`src/rtl/sw_pkg.sv`:
```
// ============================================================================
// sw_pkg : shared types and defaults for the stopwatch trigger controller
// Revision: 1.0
// ============================================================================
`default_nettype none

package sw_pkg;

    localparam int SW_STATE_W              = 2;
    localparam int C_DEF_DEBOUNCE_CYCLES   = 500000;
    localparam int C_DEF_LONG_PRESS_CYCLES = 100000000;

    typedef enum logic [SW_STATE_W-1:0] {
        IDLE    = 2'd0,
        RUNNING = 2'd1,
        STOPPED = 2'd2
    } sw_state_t;

endpackage

`default_nettype wire

```
`src/rtl/sw_debounce.sv`:
```
// ============================================================================
// sw_debounce : 2-FF synchroniser followed by a consecutive-cycle debounce filter
// Revision: 1.0
// ============================================================================
`default_nettype none

module sw_debounce #(
    parameter int DEBOUNCE_CYCLES = sw_pkg::C_DEF_DEBOUNCE_CYCLES
) (
    input  logic i_clk,
    input  logic i_rst,
    input  logic i_din,
    output logic o_level
);

    localparam int                 C_CNT_W    = $clog2(DEBOUNCE_CYCLES + 1);
    localparam logic [C_CNT_W-1:0] C_CNT_LAST = C_CNT_W'(DEBOUNCE_CYCLES - 1);
    localparam logic [C_CNT_W-1:0] C_CNT_ONE  = C_CNT_W'(1);

    logic               r_sync1;
    logic               r_sync2;
    logic               r_level;
    logic [C_CNT_W-1:0] r_cnt;

    always_ff @(posedge i_clk) begin
        if (i_rst) begin
            r_sync1 <= 1'b0;
            r_sync2 <= 1'b0;
            r_level <= 1'b0;
            r_cnt   <= '0;
        end else begin
            r_sync1 <= i_din;
            r_sync2 <= r_sync1;
            // Any cycle of agreement restarts the count, so short glitches never flip the level
            if (r_sync2 == r_level) begin
                r_cnt <= '0;
            end else if (r_cnt == C_CNT_LAST) begin
                r_level <= ~r_level;
                r_cnt   <= '0;
            end else begin
                r_cnt <= r_cnt + C_CNT_ONE;
            end
        end
    end

    assign o_level = r_level;

endmodule

`default_nettype wire

```
`src/rtl/sw_trigger_ctrl.sv`:
```
// ============================================================================
// sw_trigger_ctrl : debounced button -> short/long press -> start/stop/clear FSM
// Revision: 1.0
// ============================================================================
`default_nettype none

module sw_trigger_ctrl
    import sw_pkg::*;
#(
    parameter int DEBOUNCE_CYCLES   = C_DEF_DEBOUNCE_CYCLES,
    parameter int LONG_PRESS_CYCLES = C_DEF_LONG_PRESS_CYCLES
) (
    input  logic                  i_sclk,
    input  logic                  i_reset,
    input  logic                  i_trigger,
    output logic                  o_run,
    output logic                  o_clear,
    output logic [SW_STATE_W-1:0] o_state,
    output logic                  o_pressed
);

    localparam int                  C_HOLD_W    = $clog2(LONG_PRESS_CYCLES + 1);
    localparam logic [C_HOLD_W-1:0] C_HOLD_MAX  = C_HOLD_W'(LONG_PRESS_CYCLES);
    localparam logic [C_HOLD_W-1:0] C_HOLD_LAST = C_HOLD_W'(LONG_PRESS_CYCLES - 1);
    localparam logic [C_HOLD_W-1:0] C_HOLD_ONE  = C_HOLD_W'(1);

    logic                w_pressed;
    logic                r_pressed_d;
    logic [C_HOLD_W-1:0] r_hold;
    logic                r_long_done;
    logic                w_fall;
    logic                w_short;
    logic                w_long;

    sw_state_t           r_state;
    sw_state_t           w_state_nxt;
    logic                w_clear_nxt;
    logic                r_run;
    logic                r_clear;

    sw_debounce #(
        .DEBOUNCE_CYCLES (DEBOUNCE_CYCLES)
    ) u_debounce (
        .i_clk   (i_sclk),
        .i_rst   (i_reset),
        .i_din   (i_trigger),
        .o_level (w_pressed)
    );

    assign w_fall  = r_pressed_d & ~w_pressed;
    assign w_short = w_fall & ~r_long_done;
    // Strobe in the cycle the counter steps onto its limit, so the FSM acts on that same edge
    assign w_long  = w_pressed & (r_hold == C_HOLD_LAST);

    always_ff @(posedge i_sclk) begin
        if (i_reset) begin
            r_pressed_d <= 1'b0;
            r_hold      <= '0;
            r_long_done <= 1'b0;
        end else begin
            r_pressed_d <= w_pressed;
            if (!w_pressed) begin
                r_hold <= '0;
            end else if (r_hold != C_HOLD_MAX) begin
                r_hold <= r_hold + C_HOLD_ONE;
            end
            if (w_fall) begin
                r_long_done <= 1'b0;
            end else if (w_long) begin
                r_long_done <= 1'b1;
            end
        end
    end

    always_ff @(posedge i_sclk) begin
        if (i_reset) begin
            r_state <= IDLE;
            r_run   <= 1'b0;
            r_clear <= 1'b0;
        end else begin
            r_state <= w_state_nxt;
            r_run   <= (w_state_nxt == RUNNING);
            r_clear <= w_clear_nxt;
        end
    end

    always_comb begin
        w_state_nxt = r_state;
        w_clear_nxt = 1'b0;
        case (r_state)
            IDLE: begin
                if (w_short) begin
                    w_state_nxt = RUNNING;
                end else if (w_long) begin
                    w_clear_nxt = 1'b1;
                end
            end
            RUNNING: begin
                if (w_short) begin
                    w_state_nxt = STOPPED;
                end
            end
            STOPPED: begin
                if (w_short) begin
                    w_state_nxt = RUNNING;
                end else if (w_long) begin
                    w_state_nxt = IDLE;
                    w_clear_nxt = 1'b1;
                end
            end
            default: begin
                w_state_nxt = IDLE;
            end
        endcase
    end

    assign o_run     = r_run;
    assign o_clear   = r_clear;
    assign o_state   = r_state;
    assign o_pressed = w_pressed;

endmodule

`default_nettype wire

```
`config.mk`:
```
export PLATFORM = sky130hd
export DESIGN_NAME = sw_trigger_ctrl
export DESIGN_NICKNAME = d
export VERILOG_FILES = /design/src/rtl/sw_pkg.sv /design/src/rtl/sw_debounce.sv /design/src/rtl/sw_trigger_ctrl.sv
export SDC_FILE = /design/constraint.sdc
export NUM_CORES = 1
export LEC_CHECK = 0
export BUFFER_PORTS_ARGS = -buffer_cell sky130_fd_sc_hd__buf_2
export CORE_MARGIN = 10
export CORE_UTILIZATION = 30
export CTS_BUF_LIST = sky130_fd_sc_hd__clkbuf_4
export DETAILED_ROUTE_END_ITERATION = 7
export PLACE_DENSITY = 0.54
export SLEW_MARGIN = 0
export SYNTH_ARGS = -nofsm -noshare
export SYNTH_HDL_FRONTEND = slang
export SYNTH_HIERARCHICAL = 1
export SYNTH_SLANG_ARGS = --single-unit
```
`constraint.sdc`:
```
create_clock -name i_sclk -period 2.4 [get_ports i_sclk]
set_clock_uncertainty 0.15 [all_clocks]
set_input_delay 0.24 -clock i_sclk [delete_from_list [all_inputs] [get_ports i_sclk]]
set_output_delay 0.24 -clock i_sclk [all_outputs]
set_load 0.01 [all_outputs]
```
### Word level (Yosys, flattened, before mapping)

Cells that the tools add are included.
Widths: inputs -> output; s select.

* input port bits: 3
* word-level logic and storage cells: 39
* register bits: 55
* output and inout bits: 5

* equal/unequal tests: 7
* muxes and demuxes: 6
* reductions and logical operators: 7
* add/subtract/negate cells: 2
* bitwise gates (word level): 7

Operators by type and width (number)
* $add 27x1->27 const B: 1
* $eq 27x27->1 const B: 1
* $ne 27x27->1 const B: 1
* $add 19x1->19 const B: 1
* $eq 19x19->1 const B: 1
* $mux 2: 4
* $pmux 2 s3: 1
* $reduce_or 2->1: 3
* $reduce_or 3->1: 2
* $eq 2x1->1 const B: 2
* $not 1->1: 4
* $and 1x1->1: 3
* $eq 2x2->1 const B: 1
* $logic_not 2->1: 1
* $reduce_and 2->1: 1
* $eq 1x1->1: 1
* $mux 1: 1

### Depth between registers and ports, before layout

Gate-level depths: netlist of run 1.

* depth after elaboration: 6
* depth in mapped cells: 7
* mapped depth without buffers: 6

### By module

The synthesis of run 1 kept the hierarchy.

By module, submodules not included
* sw_trigger_ctrl: cells each 190, sequential area each 660.6 um2, times used 1, area each 1680.4 um2
* sw_debounce: cells each 112, sequential area each 440.4 um2, times used 1, area each 996.0 um2

### Worst setup path before layout of run 1

No wires, ideal clock.

* path type: register to register
* start: register u_debounce.r_cnt[6]
* end: register u_debounce.r_cnt[10]
* cell stages (with the launch flop): 7
* period minus slack after synthesis: 2.072 ns
* library setup time: 0.115 ns
* slack: 0.328 ns
* arrival: 1.808 ns
* buffers on the path: 2
* required time: 2.135 ns
* cell sequence: dfxtp_1 -> buf_6 -> or4_1 -> or4_4 -> o21ai_4 -> buf_6 -> nor2_1

* cells in the longest elaborated chain, start to end: 2
* elaborated cells on any way between the ends: 3
* those cells by class: add/sub: 1; eq/ne: 1; reduce/logical: 1

Ends and longest elaborated chain
* start, declared: RTL line sw_debounce.sv:23 `logic [C_CNT_W-1:0] r_cnt;`
* start signal, assigned: RTL line sw_debounce.sv:41 `r_cnt <= r_cnt + C_CNT_ONE;`
* parallel branches: the longest is 2 deep, another holds $add 19x1->19

Several ways; the timed one is not identified.
A chain may end at the register's enable or synchronous reset.

### Worst setup path after layout of run 1

* start: register u_debounce.r_cnt[12]
* end: register u_debounce.r_cnt[3]

* cells in the longest elaborated chain, start to end: 2

Ends and longest elaborated chain
* $eq 19x19->1: RTL line sw_debounce.sv:37 `end else if (r_cnt == C_CNT_LAST) begin`
* $reduce_or 3->1 (no line)

No other way between the ends.

==> flow_metrics.py, run 1 <==
metrics = {
    "finish": {
        "fin_util_pct": 33.5,
        "antennaDiodeCount": 0,
        "drive_above_1_share_pct": 10.5,
        "final_area_um2": 2920,
        "nets": 319,
        "ff_latch_area_um2": 1100,
        "filler_cell_count": 912,
        "multi_input_area_um2": 1450,
        "area_growth_pct": 9.02,
    },
    "sta": {
        "maxSlewViolCount": 0,
        "tightest_slew_ns": 0.461,
        "min_period_ns": 2.05,
        "max_slew_margin_pct": 68.8,
        "fin_tns_setup_ns": 0,
        "holdWs_ns": 0.320,
        "setup_viol": 0,
        "final.period_utilization_pct": 85.3,
        "hold_violations": 0,
        "layout_setup_ws_ns": 0.352,
        "grt_setup_unrepaired": "no",
        "max_freq_mhz": 488,
    },
    "placed_design": {
        "dp_slack_ns": 0.380,
        "dpl.hpwl_mm": 3.76,
        "io_buffers": 7,
        "place_congestion": 0.766,
        "placed_area_um2": 2810,
    },
    "logic_synthesis": {
        "synth.largest_area_cell": "dfxtp_1",
        "synth-edff-count": 0,
        "syn_avg_cell_area_um2": 8.86,
        "ys.flop_type": "dfxtp_1",
        "synthCells": 302,
        "ys_seq_elements": 55,
        "synth.net_count": 308,
        "synth_top_cell_area_share_pct": 41.1,
        "ys_seq_area_share_pct": 41.1,
        "ys_warn_count": 6,
        "yosysUniqueCellTypes": 48,
        "syn_area_um2": 2680,
        "yosys-top-cells-area": "dfxtp_1 (41%), nor2_1 (5.8%), xnor2_1 (4.3%)",
        "ys_async_sr_fraction_pct": 0,
    },
    "floorplanning": {
        "io_pins": 8,
        "core.rowCount": 34,
        "die_y_um": 114,
        "die_area_um2": 13100,
        "fp.coreArea_um2": 8720,
        "die_w_um": 114,
        "start_util_pct": 30.7,
    },
    "clocking": {
        "cts-hold-fix-buffers": 3,
        "clock_path_buffers": 2,
        "cts-resized-gates": 0,
        "cts_setup_buffers": 0,
        "cts_root_buf": "clkbuf_4",
        "htreeDepth": 2,
        "clkSlewWorstSetupHoldPaths_ns": 0.16,
        "cts_tree": "built",
        "cts_buffers": 5,
        "cts_sinks": 55,
        "clkLatencyLatePin_ns": 0.37,
    },
    "worst_setup_path": {
        "critPathLaunchType": "flop",
        "criticalPathCategory": "flop to flop",
        "cp_max_fo": 19,
        "crit_family": "simple AND/OR/NAND/NOR gates",
        "critPathBufInv": 1,
        "critPathMaxStageDelay_ns": 0.52,
        "setup.worst_path.end": "u_debounce/r_cnt[3]$_SDFF_PP0_",
        "cp.required_ns": 2.52,
        "reg2regPathDepth": 5,
        "cp.arrival_ns": 2.17,
        "cp_slowest_cell": "or4_1",
        "reg2reg_to": "u_debounce/r_cnt[3]$_SDFF_PP0_",
        "path_depth": 5,
        "worstSetupStartpoint": "u_debounce/r_cnt[12]$_SDFF_PP0_",
        "reg2reg_from": "u_debounce/r_cnt[12]$_SDFF_PP0_",
        "end_kind": "flop",
        "cp_cell_sequence": "or4_1 > or4_4 > o21ai_4 > buf_12 > nor2_1",
        "r2r_slack_ns": 0.35,
    },
    "power": {
        "ir_drop_uv": 207,
        "leakage_nw": 0.953,
        "power.density_nw_per_um2": 493,
    },
    "global_route": {
        "grt_util_all_layers_pct": 8.92,
        "grt_pass1_wl_mm": 10.1,
        "grt_overflow": 0,
        "antenna_found_initial": 0,
        "grt_max_degree": 27,
        "grt_pass1_vias": 2199,
    },
    "status": {
        "status": "finished clean",
    },
    "detailed_routing": {
        "viasPerCell": 5.14,
        "postRouteAntennaNets": 0,
        "vias": 2169,
        "wire_per_inst_um": 12.8,
        "drt_pass1_iterations": 4,
        "wl_mm": 5.40,
        "drt-initial-drc-count": 98,
        "post-route-drc-count": 0,
    },
    "min_path": {
        "hp-class": "flop to flop",
    },
    "run": {
        "cap_violations": 0,
    },
}
-- state kept, by name, summed over array words and instances (netlist names) --
register and cells:
r_pressed_d 1, o_run 1, r_hold 27, u_debounce/r_sync1 1, u_debounce/r_cnt 19, o_state 2
u_debounce/o_level 1, o_clear 1, r_long_done 1, u_debounce/r_sync2 1
-- layout make-up --
class | count | area share [%]
clock buffer | 5 | 1.29
multi-input combinational | 225 | 49.7
clock inverter | 3 | 1.33
tap | 108 | 4.63
sequential | 55 | 37.7
inverter | 11 | 1.42
timing repair buffer | 15 | 3.95
-- layout by cell type (no fill, tap or decap), types with 2 or more instances in the layout --
cell type / instances
o31ai_1: 7
dlygate4sd3_1: 3
nor3_1: 7
xnor2_1: 13
nand4bb_1: 2
and4_1: 7
and2_1: 2
clkbuf_4: 5
nand3_1: 15
mux2i_1: 2
nor2_1: 41
buf_2: 7
o21ai_0: 8
or3_1: 5
nor4_1: 4
a31oi_1: 5
dfxtp_1: 55
a41o_1: 5
nor4b_1: 2
nand4_1: 17
buf_4: 4
and3_2: 2
nand2b_1: 5
nand2_1: 17
ha_1: 3
xor2_1: 12
inv_1: 11
or2_2: 2
and3_1: 2
or4_1: 7
a21oi_1: 14
nor2b_1: 4
-- through the flow --
stage                     cells  power (mW)
after floorplan             302       0.942
after global placement      411       0.948
after detailed placement    411       0.948
after CTS                   422        1.46
after global routing        422        1.50
final                       422        1.44
-- worst register-to-register path, cell delays in order, from the launching register on --
cell     delay [ns]
dfxtp_1        0.37
or4_1          0.52
or4_4          0.52
o21ai_4        0.16
buf_12         0.17
nor2_1         0.06
-- layer usage --
layer / routed length, µm / up-vias / global-route usage (%)
met3: 130 / 6 / 2.04
met2: 2570 / 16 / 15.1
li1: - / 1125 / -
met1: 2660 / 1022 / 11.2
met5: 0 / - / 0
met4: 43 / 0 / 2.01
-- cells by family (layout without fill, tap and decap cells) --
| group | Yosys count | count (layout) | share of synthesized area [%] |
|---|---|---|---|
| buf+inv | 22 | 34 | 4.72 |
| xor+xnor | 25 | 25 | 8.18 |
| fa+ha+maj | 3 | 3 | 1.40 |
| flops | 55 | 55 | 41.1 |
| compound gates | 43 | 43 | 10.7 |
| simple gates | 151 | 151 | 32.7 |
| mux | 3 | 3 | 1.17 |
-- worst min path at each step --
stage | start | to | slack, ns | cells past startpoint
floorplan | i_reset | r_long_done$_SDFFE_PP0P_ | 0.16 | 1
global placement | u_debounce/r_sync1$_SDFF_PP0_ | u_debounce/r_sync2$_SDFF_PP0_ | 0.28 | 1
detailed placement | u_debounce/r_sync1$_SDFF_PP0_ | u_debounce/r_sync2$_SDFF_PP0_ | 0.28 | 1
CTS | u_debounce/r_sync1$_SDFF_PP0_ | u_debounce/r_sync2$_SDFF_PP0_ | 0.32 | 1
global route | u_debounce/r_sync1$_SDFF_PP0_ | u_debounce/r_sync2$_SDFF_PP0_ | 0.34 | 1
finish | u_debounce/r_sync1$_SDFF_PP0_ | u_debounce/r_sync2$_SDFF_PP0_ | 0.32 | 1
-- power by group --
| part | total [mW] | switching [mW] | internal [mW] |
|---|---|---|---|
| combinational | 0.0156 | 0.00711 | 0.00850 |
| clock | 0.505 | 0.290 | 0.215 |
| sequential | 0.917 | 0.00113 | 0.916 |
| total | 1.44 | 0.298 | 1.14 |
-- cell usage after synthesis (all sizes together), types with 8 or more instances --
| cell type | n |
|---|---|
| xor2 | 12 |
| a21oi | 14 |
| o21ai | 9 |
| dfxtp | 55 |
| and4 | 8 |
| inv | 11 |
| nor2 | 41 |
| or4 | 8 |
| nand2 | 17 |
| xnor2 | 13 |
| nand3 | 17 |
| nand4 | 18 |
Power figures use the tool's default switching activity.
==> inputs of run 2 (changes only) <==
- clock period: 2.4 -> 2 ns (I/O delays scaled with it)
==> flow_metrics.py, run 2 (synthesis results as in run 1) <==
metrics = {
    "sta": {
        "max_slew_margin_pct": 66.2,
        "max_freq_mhz": 492,
        "layout_setup_ws_ns": -0.0306,
        "min_period_ns": 2.03,
        "setup_viol": 19,
        "fin_tns_setup_ns": -0.461,
        "maxSlewViolCount": 0,
        "final.period_utilization_pct": 102,
        "tightest_slew_ns": 0.500,
        "grt_setup_unrepaired": "yes",
        "holdWs_ns": 0.322,
        "hold_violations": 0,
    },
    "finish": {
        "filler_cell_count": 905,
        "stdcell_count": 435,
        "antennaDiodeCount": 0,
        "largest_reg_flops": 27,
        "ff_latch_area_um2": 1100,
        "top_register": "r_hold",
        "drive_above_1_share_pct": 13.8,
        "layout_commonest_cell": "dfxtp_1",
        "multi_input_area_um2": 1450,
        "nets": 332,
        "area_growth_pct": 11.8,
        "layout_common_cells": "dfxtp_1 (55), nor2_1 (41), nand4_1 (17), nand2_1 (17), buf_4 (17)",
    },
    "detailed_routing": {
        "post-route-drc-count": 0,
        "drt_pass1_iterations": 4,
        "viasPerCell": 5.03,
        "vias": 2188,
        "postRouteAntennaNets": 0,
        "wire_per_inst_um": 12.7,
        "wl_mm": 5.51,
        "drt-initial-drc-count": 83,
    },
    "clocking": {
        "cts_buffers": 5,
        "clkLatencyLatePin_ns": 0.36,
        "cts_setup_buffers": 0,
        "clock_path_buffers": 2,
        "cts_tree": "built",
        "cts_root_buf": "clkbuf_4",
        "cts_sinks": 55,
        "cts-resized-gates": 0,
        "htreeDepth": 2,
        "clkSlewWorstSetupHoldPaths_ns": 0.14,
    },
    "global_route": {
        "antenna_found_initial": 0,
        "grt_max_degree": 27,
        "grt_pass1_wl_mm": 9.90,
        "grt_overflow": 0,
        "grt_pass1_vias": 2164,
        "grt_util_all_layers_pct": 8.86,
    },
    "power": {
        "switching_share_pct": 21.1,
        "clkPwrFrac_pct": 29.6,
        "p_seq_share_pct": 69.2,
        "power.density_nw_per_um2": 531,
        "leakage_nw": 1.01,
        "ir_drop_uv": 192,
        "power.internal_mw": 1.25,
        "switchingPower_mw": 0.336,
        "combPwrFrac_pct": 1.2,
    },
    "floorplanning": {
        "die_area_um2": 13100,
        "io_pins": 8,
        "die_w_um": 114,
        "core.rowCount": 34,
        "start_util_pct": 30.7,
        "die_y_um": 114,
        "fp.coreArea_um2": 8720,
    },
    "worst_setup_path": {
        "cp.required_ns": 2.11,
        "reg2reg_from": "u_debounce/r_cnt[12]$_SDFF_PP0_",
        "cp_max_fo": 19,
        "cp.arrival_ns": 2.14,
        "reg2reg_to": "u_debounce/r_cnt[1]$_SDFF_PP0_",
        "reg2regPathDepth": 5,
        "r2r_slack_ns": -0.03,
        "setup.worst_path.end": "u_debounce/r_cnt[1]$_SDFF_PP0_",
        "criticalPathCategory": "flop to flop",
        "worstSetupStartpoint": "u_debounce/r_cnt[12]$_SDFF_PP0_",
        "end_kind": "flop",
        "critPathLaunchType": "flop",
    },
    "placed_design": {
        "dp.cells": 424,
        "place_congestion": 0.792,
        "dp_slack_ns": -0.0112,
        "io_buffers": 7,
        "dpl.hpwl_mm": 3.91,
    },
    "status": {
        "status": "finished with violations",
        "violations": "negative setup slack",
    },
    "min_path": {
        "hp-class": "flop to flop",
    },
    "run": {
        "cap_violations": 0,
    },
}
==> run 2: final cells by class <==
cell class | instances | share of cell area (%)
multi-input cells | 225 | 48.4
flip-flops and latches | 55 | 36.8
repair buffers | 28 | 7.11
well taps | 108 | 4.52
clock buffers | 6 | 1.51
inverters | 11 | 1.38
clock inverters | 2 | 0.251
==> run 2: worst max-delay path, stage by stage (launching register included) <==
cell and delay, ns:
dfxtp_1 0.34, or4_1 0.54, or4_4 0.53, o21ai_4 0.16
buf_12 0.17, nor2_1 0.05
==> run 2: timing repair <==
action | in CTS | in global routing
cloned | 0 | 0
endpoints found under the hold margin | 6 | 0
setup endpoints to repair | 19 | 20
hold buffers | 3 | 0
pin swaps | 0 | 0
==> run 2: worst min-delay path by stage <==
stage	to	start	cells after the start	slack (ns)
after floorplan	r_long_done$_SDFFE_PP0P_	i_reset	1	0.12
after global placement	u_debounce/r_sync1$_SDFF_PP0_	i_trigger	2	0.27
after detailed placement	u_debounce/r_sync1$_SDFF_PP0_	i_trigger	2	0.27
after CTS	u_debounce/r_sync2$_SDFF_PP0_	u_debounce/r_sync1$_SDFF_PP0_	1	0.31
after global routing	u_debounce/r_sync2$_SDFF_PP0_	u_debounce/r_sync1$_SDFF_PP0_	1	0.34
final	u_debounce/r_sync2$_SDFF_PP0_	u_debounce/r_sync1$_SDFF_PP0_	1	0.32
==> run 2: metrics by stage <==
stage,util [%],power (mW),cell area [µm²]
2_1_floorplan,-,1.13,2680
3_3_place_gp,33.4,1.14,2910
3_5_place_dp,33.4,1.14,2910
4_1_cts,34.3,1.62,2990
5_1_grt,34.3,1.66,2990
6_report,34.3,1.59,2990
==> run 2: power by group through the flow <==
stage	logic [mW]	clock network, mW	registers (mW)
after floorplan	0.00747	0	1.12
after detailed placement	0.0144	0	1.12
after global placement	0.0142	0	1.12
after CTS	0.0190	0.503	1.10
final	0.0190	0.471	1.10
after global routing	0.0210	0.541	1.10
==> run 2: metal layers <==
metal / part of all wire (%) / track usage [%] / vias up
met5: 0 / 0 / -
met4: 0.25 / 1.50 / 0
met3: 2.5 / 2.10 / 2
met2: 48 / 15.6 / 16
met1: 49 / 10.7 / 1023
li1: - / - / 1147
==> inputs of run 3 (changes only) <==
- CORE_MARGIN: 10 -> not set
- REMOVE_ABC_BUFFERS: not set -> 1
- SYNTH_HIERARCHICAL: 1 -> not set
==> flow_metrics.py, run 3 <==
metrics = {
    "status": {
        "status": "finished clean",
    },
    "logic_synthesis": {
        "synth_fa_ha_area_share_pct": 1.45,
        "yosysUniqueCellTypes": 42,
        "synth_most_common_cell": "dfxtp_1",
        "synth_compound_area_share_pct": 2.67,
        "ys_warn_count": 0,
        "synth.largest_area_cell": "dfxtp_1",
        "ys_seq_elements": 55,
        "yosys-top-cells-area": "dfxtp_1 (43%), xor2_1 (7.8%), nor2_1 (7.3%)",
        "synth-edff-count": 0,
        "synth_common_cells": "dfxtp_1 (55), nor2_1 (50), xor2_1 (23)",
        "ys_seq_area_share_pct": 42.7,
        "synthMuxAreaShare_pct": 0.776,
        "synth_xor_area_share_pct": 13.6,
        "ys_async_sr_fraction_pct": 0,
        "ys.flop_type": "dfxtp_1",
        "syn_area_um2": 2580,
        "syn_avg_cell_area_um2": 9.02,
        "synth_top_family_by_area": "simple AND/OR/NAND/NOR gates",
        "synth_top_cell_area_share_pct": 42.7,
        "synth_simple_gate_area_share_pct": 35.6,
        "synthCells": 286,
    },
    "clocking": {
        "clkLatencyLatePin_ns": 0.37,
        "clkSlewWorstSetupHoldPaths_ns": 0.16,
        "cts_buffers": 5,
        "cts_sinks": 55,
        "clock_path_buffers": 2,
        "htreeDepth": 2,
        "cts_root_buf": "clkbuf_4",
        "cts_tree": "built",
    },
    "global_route": {
        "gr-usage-met2_pct": 20.0,
        "grt_util_all_layers_pct": 11.6,
        "busiest_layer": "met2",
        "antenna_found_initial": 0,
        "use_met3_pct": 2.66,
        "grt_max_degree": 29,
        "grt_overflow": 0,
        "grt_pass1_wl_mm": 8.21,
        "grt_pass1_vias": 1880,
        "use_met1_pct": 14.0,
    },
    "power": {
        "switching_share_pct": 21.7,
        "power.internal_mw": 1.24,
        "ir_drop_uv": 209,
        "p_seq_share_pct": 69.4,
        "power.density_nw_per_um2": 553,
        "leakage_nw": 0.928,
        "clkPwrFrac_pct": 29.5,
        "combPwrFrac_pct": 1.1,
        "switchingPower_mw": 0.344,
    },
    "sta": {
        "setup_viol": 0,
        "maxSlewViolCount": 0,
        "min_period_ns": 1.85,
        "tightest_slew_ns": 0.437,
        "max_slew_margin_pct": 70.6,
        "max_freq_mhz": 541,
        "final.period_utilization_pct": 92.5,
        "hold_violations": 0,
        "grt_setup_unrepaired": "no",
        "fin_tns_setup_ns": 0,
    },
    "worst_setup_path": {
        "critPathLaunchType": "flop",
        "cp_max_fo": 8,
        "cp_cell_sequence": "and4_4 > and2_4 > nand3_2 > or3_1 > a221oi_1",
        "cp.arrival_ns": 1.98,
        "criticalPathCategory": "flop to flop",
        "end_kind": "flop",
        "crit_family": "simple AND/OR/NAND/NOR gates",
        "cp.required_ns": 2.13,
        "critPathMaxStageDelay_ns": 0.47,
        "cp_slowest_cell": "dfxtp_1",
        "critPathBufInv": 0,
    },
    "detailed_routing": {
        "wire_per_inst_um": 11.3,
        "viasPerCell": 4.72,
        "wl_mm": 4.59,
        "postRouteAntennaNets": 0,
        "drt_pass1_iterations": 4,
        "vias": 1920,
        "post-route-drc-count": 0,
        "drt-initial-drc-count": 58,
    },
    "run": {
        "cap_violations": 0,
    },
    "finish": {
        "final_area_um2": 2860,
        "drive_above_1_share_pct": 14.6,
        "largest_reg_flops": 27,
        "layout_common_cells": "dfxtp_1 (54), nor2_1 (50), xor2_1 (23)",
        "layout_commonest_cell": "dfxtp_1",
        "nets": 308,
        "top_register": "r_hold",
        "antennaDiodeCount": 0,
        "area_growth_pct": 11.0,
    },
    "floorplanning": {
        "die_area_um2": 8970,
        "fp.coreArea_um2": 8260,
        "core.rowCount": 33,
        "die_y_um": 94.7,
        "start_util_pct": 31.2,
        "die_w_um": 94.7,
        "io_pins": 8,
    },
    "placed_design": {
        "dpl.hpwl_mm": 3.29,
        "placed_area_um2": 2780,
        "place_congestion": 0.761,
        "io_buffers": 7,
    },
    "min_path": {
        "hp-class": "flop to flop",
    },
}
run 3: changes by cell type after synthesis, sizes merged, moves of 4 or more:
cell,before,now
o31ai,7,1
nand4,18,13
nor4,5,10
nor2,41,50
a31oi,5,0
or4,8,0
a41o,5,0
o21ai,9,2
nand3,17,22
nor4b,2,6
xor2,12,23
a21oi,14,7
xnor2,13,17
run 3: through the flow:
step | util [%] | cells | hold WS [ns] | setup WS [ns] | total power, mW
final | 34.7 | 407 | 0.307 | 0.151 | 1.58
after global routing | 34.7 | 407 | 0.327 | 0.00100 | 1.66
after CTS | 34.7 | 407 | 0.309 | 0.0900 | 1.62
after detailed placement | 33.7 | 397 | 0.273 | 0.105 | 1.14
after global placement | 33.7 | 397 | 0.266 | 0.156 | 1.14
after floorplan | - | 275 | 0.119 | 0.147 | 1.13
run 3: final timing paths:
path | startpoint | endpoint | slack [ns] | depth (start not counted)
worst max-delay path | r_hold[2]$_SDFFE_PP0P_ | r_long_done$_SDFFE_PP0P_ | 0.15 | 5
worst min-delay path | u_debounce.r_sync1$_SDFF_PP0_ | u_debounce.r_sync2$_SDFF_PP0_ | 0.31 | 1
worst max register to register | r_hold[2]$_SDFFE_PP0P_ | r_long_done$_SDFFE_PP0P_ | 0.15 | 5
worst min register to register | u_debounce.r_sync1$_SDFF_PP0_ | u_debounce.r_sync2$_SDFF_PP0_ | 0.31 | 1
run 3: kinds of logic after synthesis:
family / Yosys count
xor+xnor: 40
simple gates: 155
flops: 55
buf+inv: 19
fa+ha+maj: 3
mux: 2
compound gates: 12
run 3: timing repair:
action | 4_1_cts | 5_1_grt
buffers inserted | 0 | 0
endpoints found under the setup margin | 0 | 1
endpoints found under the hold margin | 8 | 0
hold buffers | 3 | 0
resized for setup | 0 | 1
run 3: final cells by class:
| cell class | instances | area (µm²) |
|---|---|---|
| fillers | 881 | 5390 |
| clock inverters | 2 | 13.8 |
| repair buffers | 20 | 153 |
| well taps | 105 | 131 |
| flip-flops and latches | 55 | 1100 |
| multi-input cells | 212 | 1400 |
| inverters | 8 | 30.0 |
| clock buffers | 5 | 37.5 |
run 3: worst register-to-register path, stage by stage, from the launching register on:
cell and delay, ns:
dfxtp_1 0.47, and4_4 0.29, and2_4 0.18, nand3_2 0.07, or3_1 0.35, a221oi_1 0.26
run 3: layer usage:
metal | routed length [µm] | vias up
li1 | - | 1005
met5 | 0 | -
met2 | 2110 | 9
met1 | 2340 | 901
met4 | 56 | 0
met3 | 88 | 5
run 3: power by group through the flow:
stage | Clock [mW] | Combinational (mW) | Sequential, mW
finish | 0.467 | 0.0177 | 1.10
CTS | 0.502 | 0.0178 | 1.10
global placement | 0 | 0.0132 | 1.12
floorplan | 0 | 0.00535 | 1.12
detailed placement | 0 | 0.0134 | 1.12
global route | 0.543 | 0.0197 | 1.10
